### config.mk
export PLATFORM = sky130hd
export DESIGN_NAME = uart_tx_arbiter
export DESIGN_NICKNAME = d
export VERILOG_FILES = /design/src/rtl/uart_pkg.sv /design/src/rtl/uart_rr_picker.sv /design/src/rtl/uart_tx_arbiter.sv
export SDC_FILE = /design/constraint.sdc
export NUM_CORES = 1
export LEC_CHECK = 0
export ABC_AREA = 1
export BUFFER_PORTS_ARGS = -buffer_cell sky130_fd_sc_hd__clkbuf_2
export CAP_MARGIN = 20
export CORE_AREA = 2 2 62 64
export CTS_BUF_LIST = sky130_fd_sc_hd__clkbuf_2 sky130_fd_sc_hd__clkbuf_4 sky130_fd_sc_hd__clkbuf_8
export DETAILED_ROUTE_END_ITERATION = 12
export DIE_AREA = 0 0 64 66
export HOLD_SLACK_MARGIN = 0.06
export PLACE_DENSITY = 0.84
export SLEW_MARGIN = 30
export SYNTH_ARGS = -nofsm -noshare
export SYNTH_HDL_FRONTEND = slang
export SYNTH_SLANG_ARGS = --single-unit
### constraint.sdc
create_clock -name clk -period 3.8 [get_ports clk]
set_input_delay 0.76 -clock clk [delete_from_list [all_inputs] [get_ports clk]]
set_output_delay 0.76 -clock clk [all_outputs]
set_load 0.02 [all_outputs]
### src/rtl/uart_pkg.sv
// Shared types and helpers for the UART transmit arbiter and its round-robin picker.
package uart_pkg;

  localparam int DEFAULT_WIDTH = 8;

  typedef enum logic [1:0] {
    IDLE       = 2'd0,
    SEND       = 2'd1,
    WAIT_START = 2'd2,
    WAIT_DONE  = 2'd3
  } arb_state_e;

  // Successor of idx in a ring of n slots.
  function automatic int unsigned rr_next(input int unsigned idx, input int unsigned n);
    return ((idx + 32'd1) >= n) ? 32'd0 : (idx + 32'd1);
  endfunction

endpackage

### src/rtl/uart_rr_picker.sv
// Combinational round-robin picker: first set request at or after ptr_i, wrapping modulo N.
module uart_rr_picker
  import uart_pkg::*;
#(
  parameter int N    = 4,
  parameter int ID_W = $clog2(N)
) (
  input  logic [N-1:0]    req_i,
  input  logic [ID_W-1:0] ptr_i,
  output logic [ID_W-1:0] grant_o,
  output logic            found_o
);

  // Walk the ring starting at ptr_i; the first hit wins and later hits are ignored.
  always_comb begin
    logic [ID_W:0] idx;
    logic          hit;
    grant_o = '0;
    found_o = 1'b0;
    idx     = '0;
    hit     = 1'b0;
    for (int i = 0; i < N; i++) begin
      idx     = {1'b0, ptr_i} + (ID_W + 1)'(i);
      idx     = (idx >= (ID_W + 1)'(N)) ? (idx - (ID_W + 1)'(N)) : idx;
      hit     = ~found_o & req_i[idx[ID_W-1:0]];
      grant_o = hit ? idx[ID_W-1:0] : grant_o;
      found_o = found_o | hit;
    end
  end

endmodule

### src/rtl/uart_tx_arbiter.sv
// Round-robin arbiter sharing one UART transmitter among NUM_REQ byte producers.
// Optional bus locking is compiled in with `define UART_ARB_LOCK_EN.
module uart_tx_arbiter
  import uart_pkg::*;
#(
  parameter  int NUM_REQ       = 4,
  parameter  int WIDTH         = DEFAULT_WIDTH,
  parameter  int START_TIMEOUT = 64,
  localparam int ID_W          = $clog2(NUM_REQ)
) (
  input  logic                     clk,
  input  logic                     rst,
  input  logic [NUM_REQ-1:0]       req_valid,
  input  logic [NUM_REQ*WIDTH-1:0] req_data,
  input  logic [NUM_REQ-1:0]       req_lock,
  output logic [NUM_REQ-1:0]       req_ready,
  output logic [WIDTH-1:0]         tx_data,
  output logic                     tx_send,
  input  logic                     tx_active,
  output logic                     busy,
  output logic [ID_W-1:0]          grant_id,
  output logic                     timeout_err
);

  localparam int CNT_W = $clog2(START_TIMEOUT + 1);

  arb_state_e         state_q, state_d;
  logic [ID_W-1:0]    rr_ptr_q, rr_ptr_d;
  logic [ID_W-1:0]    grant_id_q, grant_id_d;
  logic [WIDTH-1:0]   tx_data_q, tx_data_d;
  logic [CNT_W-1:0]   cnt_q, cnt_d, cnt_inc_s;
  logic               timeout_err_q, timeout_err_d;
  logic [NUM_REQ-1:0] req_elig_s, req_ready_s;
  logic [ID_W-1:0]    pick_id_s;
  logic               pick_found_s, accept_s, rr_hold_s;
  logic [WIDTH-1:0]   req_bytes_s [NUM_REQ];

  for (genvar gi = 0; gi < NUM_REQ; gi++) begin : g_unpack
    assign req_bytes_s[gi] = req_data[gi*WIDTH +: WIDTH];
  end

  uart_rr_picker #(
    .N    (NUM_REQ),
    .ID_W (ID_W)
  ) u_picker (
    .req_i   (req_elig_s),
    .ptr_i   (rr_ptr_q),
    .grant_o (pick_id_s),
    .found_o (pick_found_s)
  );

  // A foreign or leftover frame on the line blocks new grants.
  assign accept_s  = (state_q == IDLE) & ~tx_active & pick_found_s;
  assign cnt_inc_s = cnt_q + CNT_W'(1);

`ifdef UART_ARB_LOCK_EN
  logic               locked_q, locked_d;
  logic [ID_W-1:0]    lock_owner_q, lock_owner_d;
  logic               hold_lock_s, take_lock_s;
  logic [NUM_REQ-1:0] owner_mask_s;

  // While the owner keeps its lock, only the owner is eligible and the pointer is frozen.
  always_comb begin
    owner_mask_s               = '0;
    owner_mask_s[lock_owner_q] = 1'b1;
    hold_lock_s                = locked_q & req_lock[lock_owner_q];
    req_elig_s                 = hold_lock_s ? (req_valid & owner_mask_s) : req_valid;
    rr_hold_s                  = hold_lock_s;
  end

  // rr_ptr already sits at owner+1 from the grant that took the lock, so release resumes there.
  always_comb begin
    take_lock_s = accept_s & req_lock[pick_id_s];
    if (state_q == IDLE) begin
      locked_d     = hold_lock_s | take_lock_s;
      lock_owner_d = take_lock_s ? pick_id_s : lock_owner_q;
    end else begin
      locked_d     = locked_q;
      lock_owner_d = lock_owner_q;
    end
  end

  // Lock registers.
  always_ff @(posedge clk) begin
    if (!rst) begin
      locked_q     <= 1'b0;
      lock_owner_q <= '0;
    end else begin
      locked_q     <= locked_d;
      lock_owner_q <= lock_owner_d;
    end
  end
`else
  logic unused_lock_s;
  assign unused_lock_s = ^req_lock;
  assign req_elig_s    = req_valid;
  assign rr_hold_s     = 1'b0;
`endif

  // Next-state and handshake sequencing for the shared transmitter.
  always_comb begin
    state_d       = state_q;
    rr_ptr_d      = rr_ptr_q;
    tx_data_d     = tx_data_q;
    grant_id_d    = grant_id_q;
    cnt_d         = cnt_q;
    timeout_err_d = 1'b0;
    req_ready_s   = '0;
    case (state_q)
      IDLE: begin
        if (accept_s) begin
          req_ready_s[pick_id_s] = 1'b1;
          tx_data_d              = req_bytes_s[pick_id_s];
          grant_id_d             = pick_id_s;
          rr_ptr_d               = rr_hold_s ? rr_ptr_q
                                             : ID_W'(rr_next(32'(pick_id_s), NUM_REQ));
          state_d                = SEND;
        end else begin
          state_d = IDLE;
        end
      end
      SEND: begin
        cnt_d   = '0;
        state_d = WAIT_START;
      end
      WAIT_START: begin
        if (tx_active) begin
          state_d = WAIT_DONE;
        end else if (cnt_inc_s == CNT_W'(START_TIMEOUT - 1)) begin
          // The byte is dropped; the requester already saw its accept pulse.
          cnt_d         = cnt_inc_s;
          timeout_err_d = 1'b1;
          state_d       = IDLE;
        end else begin
          cnt_d = cnt_inc_s;
        end
      end
      WAIT_DONE: begin
        state_d = tx_active ? WAIT_DONE : IDLE;
      end
      default: begin
        state_d = IDLE;
      end
    endcase
  end

  // State and output registers.
  always_ff @(posedge clk) begin
    if (!rst) begin
      state_q       <= IDLE;
      rr_ptr_q      <= '0;
      tx_data_q     <= '0;
      grant_id_q    <= '0;
      cnt_q         <= '0;
      timeout_err_q <= 1'b0;
    end else begin
      state_q       <= state_d;
      rr_ptr_q      <= rr_ptr_d;
      tx_data_q     <= tx_data_d;
      grant_id_q    <= grant_id_d;
      cnt_q         <= cnt_d;
      timeout_err_q <= timeout_err_d;
    end
  end

  assign req_ready   = req_ready_s;
  assign tx_data     = tx_data_q;
  assign tx_send     = (state_q == SEND);
  assign busy        = (state_q != IDLE);
  assign grant_id    = grant_id_q;
  assign timeout_err = timeout_err_q;

endmodule

* Yosys cells after proc, flatten, opt, wreduce, memory -nomap -nowiden
Index checks and enable logic that the tools add are counted.
** Word-level totals
- Logic and storage cells :: 87
- Register bits :: 22
- Input bits :: 43
- Output and inout bits :: 17
** Operators by class
- Bitwise logic cells :: 15
- Multiplexer cells :: 32
- $lt $le $gt $ge :: 12
- Add/subtract/negate cells :: 9
- Reductions and logical operators :: 7
- Equal/unequal tests :: 6
** Operators by type and width (number)
- $mux 2 :: 12
- $bmux 8 s2 :: 1
- $mux 8 :: 2
- $ge 3x3->1 const B :: 5
- $lt 2x3->1 const B :: 5
- $pmux 7 s2 :: 1
- $bmux 1 s2 :: 4
- $mux 4 :: 2
- $pmux 2 s4 :: 1
- $sub 2x1->2 const B :: 4
- $add 7x1->7 const B :: 1
- $eq 7x6->1 const B :: 1
- $mux 1 :: 7
- $mux 7 :: 1
- $add 2x1->3 const B :: 2
- $add 2x2->3 const B :: 2
- $not 1->1 :: 6
- $and 1x1->1 :: 5
- $eq 2x2->1 const B :: 2
- $reduce_and 2->1 :: 2
- $reduce_bool 2->1 :: 2
- $ge 2x3->1 const B :: 1
- $ne 3x3->1 const B :: 1
- $not 2->3 :: 1
- other kinds (8) :: 10

* Longest topological paths before layout
Gate-level depths: netlist (run 1).
- Word-level depth :: 19
- Depth in mapped cells :: 15
- Gate-level depth less buffers :: 14

* By module
A second synthesis (run 1) with hierarchy kept.
** Second synthesis, totals
- Cells, all modules :: 255
- Area total of the unflattened synthesis :: 1615.3 µm²
** By module, submodules not included
- uart_tx_arbiter :: area each 1296.2 µm², cells an instance 196, times used 1
- uart_rr_picker :: area each 319.1 µm², cells an instance 59, times used 1

* Worst setup path after synthesis (run 1)
No wires, ideal clock.
- Path type :: in2out
- From :: input port req_valid[1]
- To :: output port req_ready[1]
- Setup slack :: 951 ps
- Stages :: 10
- Arrival :: 2089 ps
- Required time :: 3040 ps
- Path buffers :: 1
- Path through :: inv_1 -> nand2_2 -> nand3_1 -> nand2_2 -> inv_1 -> nand2_2 -> nand2_4 -> nand3_4 -> buf_12 -> nor3_1
** On the way
- Cells in the longest elaborated chain, start to end :: 17
- Elaborated cells on any way between the ends :: 29
- Classes of those cells :: order compare: 2; mux: 16; bitwise: 10; reduce/logical: 1
** Ends and longest elaborated chain
- start, declared :: line uart_tx_arbiter.sv:13 : input logic [NUM_REQ-1:0] req_valid,
- $bmux 1 s2 :: line uart_rr_picker.sv:25 : hit = ~found_o & req_i[idx[ID_W-1:0]];
- $mux 1 (not written as such) :: line uart_rr_picker.sv:25
- $not 1->1 :: line uart_rr_picker.sv:25
- $and 1x1->1 :: line uart_rr_picker.sv:25
- $or 1x1->1 :: line uart_rr_picker.sv:27 : found_o = found_o | hit;
- $not 1->1 :: line uart_rr_picker.sv:25
- $and 1x1->1 :: line uart_rr_picker.sv:25
- $or 1x1->1 :: line uart_rr_picker.sv:27
- $not 1->1 :: line uart_rr_picker.sv:25
- $and 1x1->1 :: line uart_rr_picker.sv:25
- $mux 2 :: line uart_rr_picker.sv:26 : grant_o = hit ? idx[ID_W-1:0] : grant_o;
- $lt 2x3->1 (not written as such) or $ge 2x1->1 (tied branches) :: line uart_tx_arbiter.sv:112 : req_ready_s[pick_id_s] = 1'b1;
- $logic_and 1x1->1 (not written as such) :: line uart_tx_arbiter.sv:112
- $mux 1 (not written as such) :: line uart_tx_arbiter.sv:112
- $demux 1 s2 :: line uart_tx_arbiter.sv:112
- $mux 4 * :: line uart_tx_arbiter.sv:111 : if (accept_s) begin
- $mux 4 * :: line uart_tx_arbiter.sv:109 : case (state_q)
- end, declared :: line uart_tx_arbiter.sv:16 : output logic [NUM_REQ-1:0] req_ready,
Every way passes the cells marked *; elsewhere a longest branch is shown, timed or not. The select of a mux whose other input is x is not followed.

* Worst setup path in the final report (run 1)
- From :: register rr_ptr_q[0]
- To :: output port req_ready[0]
** On the way
- Cells in the longest elaborated chain, start to end :: 19
- Elaborated cells on any way between the ends :: 44
- Classes of those cells :: add/sub: 7; order compare: 6; mux: 20; bitwise: 10; reduce/logical: 1
** Ends and longest elaborated chain
- start, declared :: line uart_tx_arbiter.sv:28 : logic [ID_W-1:0] rr_ptr_q, rr_ptr_d;
- start signal, assigned :: line uart_tx_arbiter.sv:158 : rr_ptr_q <= rr_ptr_d;
- $add 2x1->3 (tied with other cells) :: line uart_rr_picker.sv:23 : idx = {1'b0, ptr_i} + (ID_W + 1)'(i);
- $ge 3x3->1 (tied with other cells) :: line uart_rr_picker.sv:24 : idx = (idx >= (ID_W + 1)'(N)) ? (idx - (ID_W + 1)'(N)) : idx;
- $mux 2 or $bmux 1 s2 (tied branches) :: line uart_rr_picker.sv:24, uart_rr_picker.sv:25
- $bmux 1 s2 or $mux 1 (tied branches) :: line uart_rr_picker.sv:25
- $mux 1 (not written as such) or $not 1->1 (tied branches) :: line uart_rr_picker.sv:25
- $and 1x1->1 :: line uart_rr_picker.sv:25
- $or 1x1->1 :: line uart_rr_picker.sv:27
- $not 1->1 :: line uart_rr_picker.sv:25
- [3 not listed]
- $and 1x1->1 :: line uart_rr_picker.sv:25
- $mux 2 :: line uart_rr_picker.sv:26
- $lt 2x3->1 (not written as such) or $ge 2x1->1 (tied branches) :: line uart_tx_arbiter.sv:112
- $logic_and 1x1->1 (not written as such) :: line uart_tx_arbiter.sv:112
- $mux 1 (not written as such) :: line uart_tx_arbiter.sv:112
- $demux 1 s2 :: line uart_tx_arbiter.sv:112
- $mux 4 * :: line uart_tx_arbiter.sv:111
- $mux 4 * :: line uart_tx_arbiter.sv:109
Marks and branches as above.

==> run metrics, run 1 <==
status finished clean; I/O pin total 60; filler cell count 361; crit-path max FO 18; first-pass GRT wire length 6420 um; share of layout cells above drive strength 1 25.4%; final worst path period need 3.46 ns; RSZ-0062 raised after global routing no; maximum VDD drop 0.276 mV; post-route clock period utilization 91.1%; Synth cell types 30; fin util 57.5%; total die area 4220 um^2; Max-Cap Viols 0; # DRC 0; Crit path top cell by count nand2_1; register area share after synthesis 24.7%; largest net degree at the start of global routing 20; core area 3550 um^2; slowest stage cell, crit path dfxtp_1; Synth warnings 0; drt total wl 3860 um; DRT Pass-1 Iters 4; clock-pin slew on the worst setup and hold paths 0.12 ns; mapped cell area 1780 um^2; final setup fails 0; post-CTS setup repair buffer count 0; Clk Latency, worst-skew pair 0.30 ns; TNS Setup 0 ns; total gr overflow 0; initial antenna violation count 0; chip height 66 um; Final Max Slew Viols 0; total track usage 18.5%; Routed WL per cell 10.1 um; Worst Hold Class reg2reg; Detailed Route Iter0 Violations 169; post-cts repair resize count 0; Critical Path Start Type flop; Area growth, synth to finish 14.6%; Tot Pwr 1.56 mW; routed via count 1818; post-route clock skew 0.0120 ns; Final #Nets 381; CTS Buffer Depth 2; Inserted Diodes 0; Fin. Hold Viols 0; CTS Sinks 22; Pwr Density 765 nW/um^2; Critical Path RT 3.04 ns; final antenna-violating net count 0; Critical Path Sink Type primary output; WHS 0.500 ns; reg2reg setup slack 1.27 ns; Leak Pwr 1.18 nW; Data arrival, critical path 2.70 ns; Max Clock Freq 0.289 GHz; CTS buffer count 3; CTS tree built; Synth Instances 283; Setup CP Type reg2out; # port buffers 55; # H-tree levels 1; CTS Root Cell clkbuf_4; Cell Rows 22; syn_nets 329; hold buffer count at cts 0; #FFs+latches synth 22; HPWL Detailed 2980 um; die width 64 um; GP Congestion 0.913; vias in the first global route 1503; max incr delay on CP 0.61 ns; Rel. slew slack 67.3%; Least-Margin Pin Slew 0.490 ns; Starting Density 50.2%; CP cell instances inv_2, nand2_1, nand2_1, nand2_1, nand2_1, nand2_1, nand3_2, nand3_4, inv_2, nor2_2, inv_2, nor2_1, clkbuf_2; via/cell ratio 4.76; Synth Area per Inst 6.30 um^2
-- cells by family after synthesis --
logic type	synth area share (%)
fa+ha+maj	2.11
compound gates	5.12
buf+inv	20.1
simple gates	46.0
flops	24.7
xor+xnor	1.97
-- final timing paths --
| path | cells past startpoint | startpoint | end |
|---|---|---|---|
| setup / recovery | 13 | rr_ptr_q[0] | req_ready[0] |
| hold / removal | 2 | cnt_q[6] | cnt_q[6] |
| setup reg to reg | 12 | rr_ptr_q[0] | rr_ptr_q[1] |
| hold reg to reg | 2 | cnt_q[6] | cnt_q[6] |
-- metal layers --
metal	vias up	global-route usage (%)	routed length, um
li1	981	-	-
met1	794	24.7	1840
met5	-	0	0
met3	2	1.36	167
met4	0	6.25	21
met2	41	31.4	1820
-- state kept, by name, indices dropped and copies added, names as in the netlist --
name	flops
tx_data	8
cnt_q	7
grant_id	2
rr_ptr_q	2
state_q	2
timeout_err	1
-- metrics by stage --
stage          setup WS, ns  cells  cell area (um^2)
2_1_floorplan         0.951    283              1780
3_3_place_gp          0.577    378              2010
3_5_place_dp          0.550    378              2010
4_1_cts               0.354    382              2040
5_1_grt               0.113    382              2040
6_report              0.337    382              2040
-- worst max-delay path, delay by kind of cell, from the launching register on --
kind | cells | cell delay, ns
simple gates | 9 | 1.29
buf+inv | 4 | 0.48
flops | 1 | 0.61
-- cell usage after synthesis --
library cell    instances  share of area, %
buf_8                   1              0.84
xor2_1                  1              0.49
clkbuf_8                3               2.3
nand4_1                16               5.6
dfxtp_1                22                25
buf_12                  1               1.1
nand3_4                 2               2.0
nor2_4                  1              0.63
nand3_2                 4               2.2
nand3_1                32               9.0
nor2_1                 27               5.7
nor3_1                  2              0.56
nor2_2                  2              0.70
nand2_1                66                14
inv_1                  58                12
ha_1                    3               2.1
o21ai_0                 4               1.1
a31oi_1                 1              0.35
inv_2                   5               1.1
nand4_4                 1               1.2
o21ai_1                 1              0.28
a21oi_1                12               3.4
or2_2                   1              0.35
buf_6                   2               1.3
nand2_2                 7               2.5
xnor2_1                 3               1.5
nand2_4                 2               1.3
inv_8                   1              0.63
nand3b_1                1              0.42
dlymetal6s2s_1          1              0.70
-- cell usage in the layout, fill, tap and decap left out, drive strengths merged, types with 2 or more instances in the layout --
cell type / netlist / layout
clkbuf: 3 / 59
dfxtp: 22 / 22
nor3: 2 / 2
nor2: 30 / 30
nand4: 17 / 17
xnor2: 3 / 3
o21ai: 5 / 5
inv: 64 / 64
a21oi: 12 / 12
nand3: 38 / 38
nand2: 75 / 75
ha: 3 / 3
-- where the power goes --
part	internal, mW	switching, mW
registers	0.292	0.0539
logic	0.348	0.742
clock network	0.0584	0.0682
-- final cells by class --
cell class	count	area, um^2	share of cell area (%)
inverters	64	248	12.1
multi-input cells	189	983	48.1
well taps	48	60.1	2.94
clock buffers	4	36.3	1.78
flip-flops and latches	22	440	21.6
repair buffers	55	275	13.5
Note: power is estimated with default switching activity, not from simulation.
==> run 2, diff against run 1 <==
Settings changed: CORE_AREA 2 2 62 64 to 2 2 59 67, DIE_AREA 0 0 64 66 to 0 0 61 69, PLACE_DENSITY 0.84 to 0.78.
==> run 2 against run 1 <==
Effect of this change:
- first-iteration DRC count up 4.1%
- combinational power barely moved
- clock skew shrank 0.0091 ns
- critical path depth did not move
- via count up 2.9%
- sequential share of layout area shrank 0.079 points
- largest cell class unchanged
==> run metrics, run 2 (synthesis results as in run 1) <==
status finished clean; HPWL Detailed 3110 um (+4.3%); largest net degree at the start of global routing 20 (unchanged); final setup fails 0 (unchanged); Setup CP Type reg2out; P_sw 0.870 mW (+0.76%); total gr overflow 0 (unchanged); chip height 69 um (+4.5%); CTS Root Cell clkbuf_8; switching part of the total power 55.1% (-0.23 points); total track usage 20.6% (+2.1 points); Pwr Density 771 nW/um^2 (+0.81%); Detailed Route Iter0 Violations 176 (+4.1%); Cell Rows 23 (+4.5%); # DRC 0 (unchanged); HP Start cnt_q[6]; drt total wl 4070 um (+5.6%); Rel. slew slack 65.6% (-1.6 points); commonest non-fill, non-tap cell in the layout nand2_1; initial antenna violation count 0 (unchanged); share of layout cells above drive strength 1 25.2% (-0.22 points); Clock Power Share 8.9% (+0.8 points); crit path from rr_ptr_q[0]; die width 61 um (-4.7%); # port buffers 55 (unchanged); post-cts repair resize count 0 (unchanged); Comb power frac 69.4% (-0.4 points); Max-Cap Viols 0 (unchanged); Leak Pwr 1.19 nW (about the same); TNS Setup 0 ns (unchanged); maximum VDD drop 0.279 mV (+1.1%); post-route clock period utilization 90.3% (-0.87 points); Tot Pwr 1.58 mW (+1.2%); Worst Hold Class reg2reg; vias in the first global route 1680 (+12%); Final #Nets 381 (unchanged); Area growth, synth to finish 15.0%; CTS Buffer Depth 2 (unchanged); post-route clock skew 0.00290 ns (-0.00906 ns); via/cell ratio 4.89 (+2.6%); Routed WL per cell 10.6 um (+5.3%); CTS buffer count 3 (unchanged); FF-to-FF Start rr_ptr_q[0]; RSZ-0062 raised after global routing no; final worst path period need 3.43 ns (-0.0329 ns); Fin. Hold Viols 0 (unchanged); Final Max Slew Viols 0 (unchanged); core area 3540 um^2 (-0.32%); post-CTS setup repair buffer count 0 (unchanged); DRT Pass-1 Iters 4 (unchanged); # H-tree levels 1 (unchanged); Critical Path RT 3.04 ns (about the same); hold buffer count at cts 0 (unchanged); CTS Sinks 22 (unchanged); I/O pin total 60 (unchanged); share of power burned in registers 21.8% (-0.3 points); Critical Path Start Type flop; clock-pin slew on the worst setup and hold paths 0.07 ns (-0.05 ns); Least-Margin Pin Slew 0.515 ns (+0.0245 ns); Starting Density 50.4% (+0.16 points); first-pass GRT wire length 6990 um (+8.8%); commonest cells after routing, fill and taps aside 66 x nand2_1, 58 x inv_1, 55 x clkbuf_2, 32 x nand3_1, 27 x nor2_1; Internal 0.711 mW (+1.7%); Max Clock Freq 0.292 GHz (+0.96%); Data arrival, critical path 2.67 ns (-0.03 ns); crit-path max FO 18 (unchanged); Clk Latency, worst-skew pair 0.26 ns (-0.04 ns); Inserted Diodes 0 (unchanged); total die area 4210 um^2 (-0.36%); GP Congestion 0.879 (-3.8%); final antenna-violating net count 0 (unchanged); Critical Path Sink Type primary output; routed via count 1871 (+2.9%); max reg flops 8 (unchanged); CTS tree built
[run 2: critical path, stage by stage (launching register included)]
cell and delay (ns):
dfxtp_1 0.59, inv_2 0.19, nand2_1 0.12, nand2_2 0.08
nand2_1 0.06, nand2_1 0.05, nand2_1 0.10, nand3_2 0.31
nand3_4 0.37, inv_2 0.07, nor2_2 0.11, inv_2 0.06
nor2_1 0.11, clkbuf_2 0.18
[run 2: layout make-up]
cell class	instances	area [um^2]
Clock buffer	3	41.3
Fill cell	375	1490
Inverter	64	248
Multi-Input combinational cell	189	983
Sequential cell	22	440
Tap cell	50	62.6
Timing Repair Buffer	55	275
[run 2: stage by stage]
step           hold WS [ns]  worst slack [ns]  cells  utilization, %  instance area, um^2
4_1_cts               0.491             0.371    383            57.9                 2050
6_report              0.490             0.370    383            57.9                 2050
5_1_grt               0.526            0.0647    383            57.9                 2050
2_1_floorplan         0.457             0.951    283               -                 1780
3_5_place_dp          0.480             0.514    380            56.8                 2010
3_3_place_gp          0.469             0.535    380            56.8                 2010
[run 2: power groups by stage]
stage                     clock network (mW)  logic [mW]  registers, mW
after floorplan                            0       0.943          0.387
after global placement                     0        1.08          0.349
after detailed placement                   0        1.10          0.350
after CTS                              0.144        1.10          0.345
after global routing                   0.153        1.24          0.356
final                                  0.140        1.10          0.344
[run 2: path summary, 6_finish.rpt]
path	end	slack, ns	cells past startpoint
hold / removal	cnt_q[6]	0.49	2
hold reg to reg	cnt_q[6]	0.49	2
setup reg to reg	rr_ptr_q[1]	1.27	12
setup / recovery	req_ready[2]	0.37	13
[run 2: layer usage]
layer / wire length, um / track usage [%] / up-vias
li1: - / - / 982
met3: 142 / 1.13 / 5
met1: 1790 / 26.8 / 837
met2: 2080 / 35.2 / 47
met5: 0 / 0 / -
met4: 61 / 6.52 / 0
==> run 3, diff against run 2 <==
Settings changed: CORE_AREA 2 2 59 67 to 2 2 67 76, DIE_AREA 0 0 61 69 to 0 0 69 78, PLACE_DENSITY 0.78 to 0.62.
==> run 3 against run 2 <==
Effect of this change:
- power is 2.2% higher
- sequential share of layout area down 0.30 points
- combinational power barely moved
- fmax up 2.7%
- non-clock buffer count increased by 1
- first-iteration DRC count fell by 53%
- final cell count up 2.1%
- register-to-register slack improved by 0.09 ns
- hold slack got worse by 0.0014 ns
- core utilization down 12 points
- global-route usage is 4.6 points lower
- critical path type unchanged
- highest routed layer unchanged
==> run metrics, run 3 (synthesis results as in run 1) <==
Routed WL per cell 10.5 um (-1.5%); Fin. Hold Viols 0 (unchanged); commonest cells after routing, fill and taps aside 66 x nand2_1, 58 x inv_1, 55 x clkbuf_2, 32 x nand3_1, 27 x nor2_1; Critical Path RT 3.04 ns (about the same); HPWL Detailed 3180 um (+2.3%); CTS Buffer Depth 2 (unchanged); initial antenna violation count 0 (unchanged); CTS tree built; final setup fails 0 (unchanged); Final Max Slew Viols 0 (unchanged); CTS Sinks 22 (unchanged); final antenna-violating net count 0 (unchanged); crit-path max FO 18 (unchanged); # H-tree levels 1 (unchanged); RSZ-0062 raised after global routing no; grt met3 use 1.82% (+0.69 points); share of layout cells above drive strength 1 25.7% (+0.45 points); Max Clock Freq 0.299 GHz (+2.7%); TNS Setup 0 ns (unchanged); Critical Path Start Type flop; Area growth, synth to finish 16.6%; hold buffer count at cts 0 (unchanged); maximum VDD drop 0.243 mV (-13%); Critical Path Sink Type primary output; post-route clock period utilization 87.9% (-2.4 points); DRT Pass-1 Iters 4 (unchanged); core area 4550 um^2 (+29%); post-CTS setup repair buffer count 0 (unchanged); max incr delay on CP 0.60 ns (about the same); Clk Latency, worst-skew pair 0.26 ns (about the same); met2 Usage GRT 28.1% (-7.2 points); Least-Margin Pin Slew 0.489 ns (-0.0258 ns); GR Layer Usage met1 20.0% (-6.8 points); max reg flops 8 (unchanged); WHS 0.489 ns (-0.00137 ns); clock-pin slew on the worst setup and hold paths 0.08 ns (about the same); Starting Density 39.1% (-11 points); Leak Pwr 1.20 nW (+0.96%); filler cell count 519 (+38%); # port buffers 55 (unchanged); CTS Root Cell clkbuf_8; Top Usage Layer GRT met2; worst setup margin 0.460 ns (+0.0898 ns); GP Congestion 0.830 (-5.5%); Tot Pwr 1.62 mW (+2.2%); Final #Nets 382 (+0.26%); Max-Cap Viols 0 (unchanged); die width 69 um (+13%); total track usage 16.0% (-4.6 points); slowest stage cell, crit path dfxtp_1; routed via count 1833 (-2.0%); Detailed Route Iter0 Violations 83 (-53%); I/O pin total 60 (unchanged); Final Non-Filler Cells 391 (+2.1%); vias in the first global route 1756 (+4.5%); status finished clean; placed cell count 387 (+1.8%); # DRC 0 (unchanged); total die area 5380 um^2 (+28%); post-cts repair resize count 0 (unchanged); Pwr Density 777 nW/um^2 (+0.82%); Rel. slew slack 67.4% (+1.7 points); final worst path period need 3.34 ns (-0.0898 ns); commonest non-fill, non-tap cell in the layout nand2_1; Cell Rows 26 (+13%); post-route clock skew 0.00259 ns (-0.000312 ns); Worst Hold Class reg2reg; via/cell ratio 4.69 (-4.0%); total gr overflow 0 (unchanged); CP cell instances inv_2, nand2_1, nand2_1, nand2_1, nand2_2, nor2_4, nand3_4, nand3_4, inv_2, nor2_2, inv_2, nor2_1, clkbuf_2; CTS buffer count 3 (unchanged); drt total wl 4100 um (+0.59%); largest net degree at the start of global routing 20 (unchanged); Data arrival, critical path 2.58 ns (-0.09 ns); Setup CP Type reg2out; chip height 78 um (+13%); first-pass GRT wire length 7330 um (+4.9%); Setup WS pre-CTS 0.610 ns (+0.0953 ns); Inserted Diodes 0 (unchanged)
[run 3: changes by cell type in the layout (fill, tap and decap cells not counted)]
cell      change
buf_4         +1
clkbuf_8      +1
[run 3: per-layer routing]
layer  part of all wire [%]  wire, um
met5                      0         0
met1                     48      1980
met3                    3.2       129
met4                   0.73        30
met2                     48      1960
[run 3: path summary, 6_finish.rpt]
kind	from	end	slack [ns]	depth (start not counted)
setup / recovery	rr_ptr_q[0]	req_ready[2]	0.46	13
hold / removal	cnt_q[6]	cnt_q[6]	0.49	2
setup reg to reg	rr_ptr_q[0]	rr_ptr_q[1]	1.36	12
hold reg to reg	cnt_q[6]	cnt_q[6]	0.49	2
[run 3: layout make-up]
type                            count  area, um^2  area share (%)
Sequential cell                    22         440            21.2
Multi-Input combinational cell    189         983            47.3
Timing Repair Buffer               56         283            13.6
Clock buffer                        4        55.1            2.65
Inverter                           64         248            11.9
Tap cell                           56        70.1            3.37
[run 3: per-stage QoR]
stage | utilization, % | area [um^2]
after floorplan | - | 1780
after global placement | 44.5 | 2020
after detailed placement | 44.5 | 2020
after CTS | 45.7 | 2080
after global routing | 45.7 | 2080
final | 45.7 | 2080
[run 3: critical path, delay by kind of cell (launching register included)]
family	cells	cell delay, ns
simple gates	9	1.21
buf+inv	4	0.49
flops	1	0.60
[run 3: report_power, final]
part | internal (mW) | switching (mW)
sequential | 0.292 | 0.0535
combinational | 0.352 | 0.750
clock | 0.0923 | 0.0765
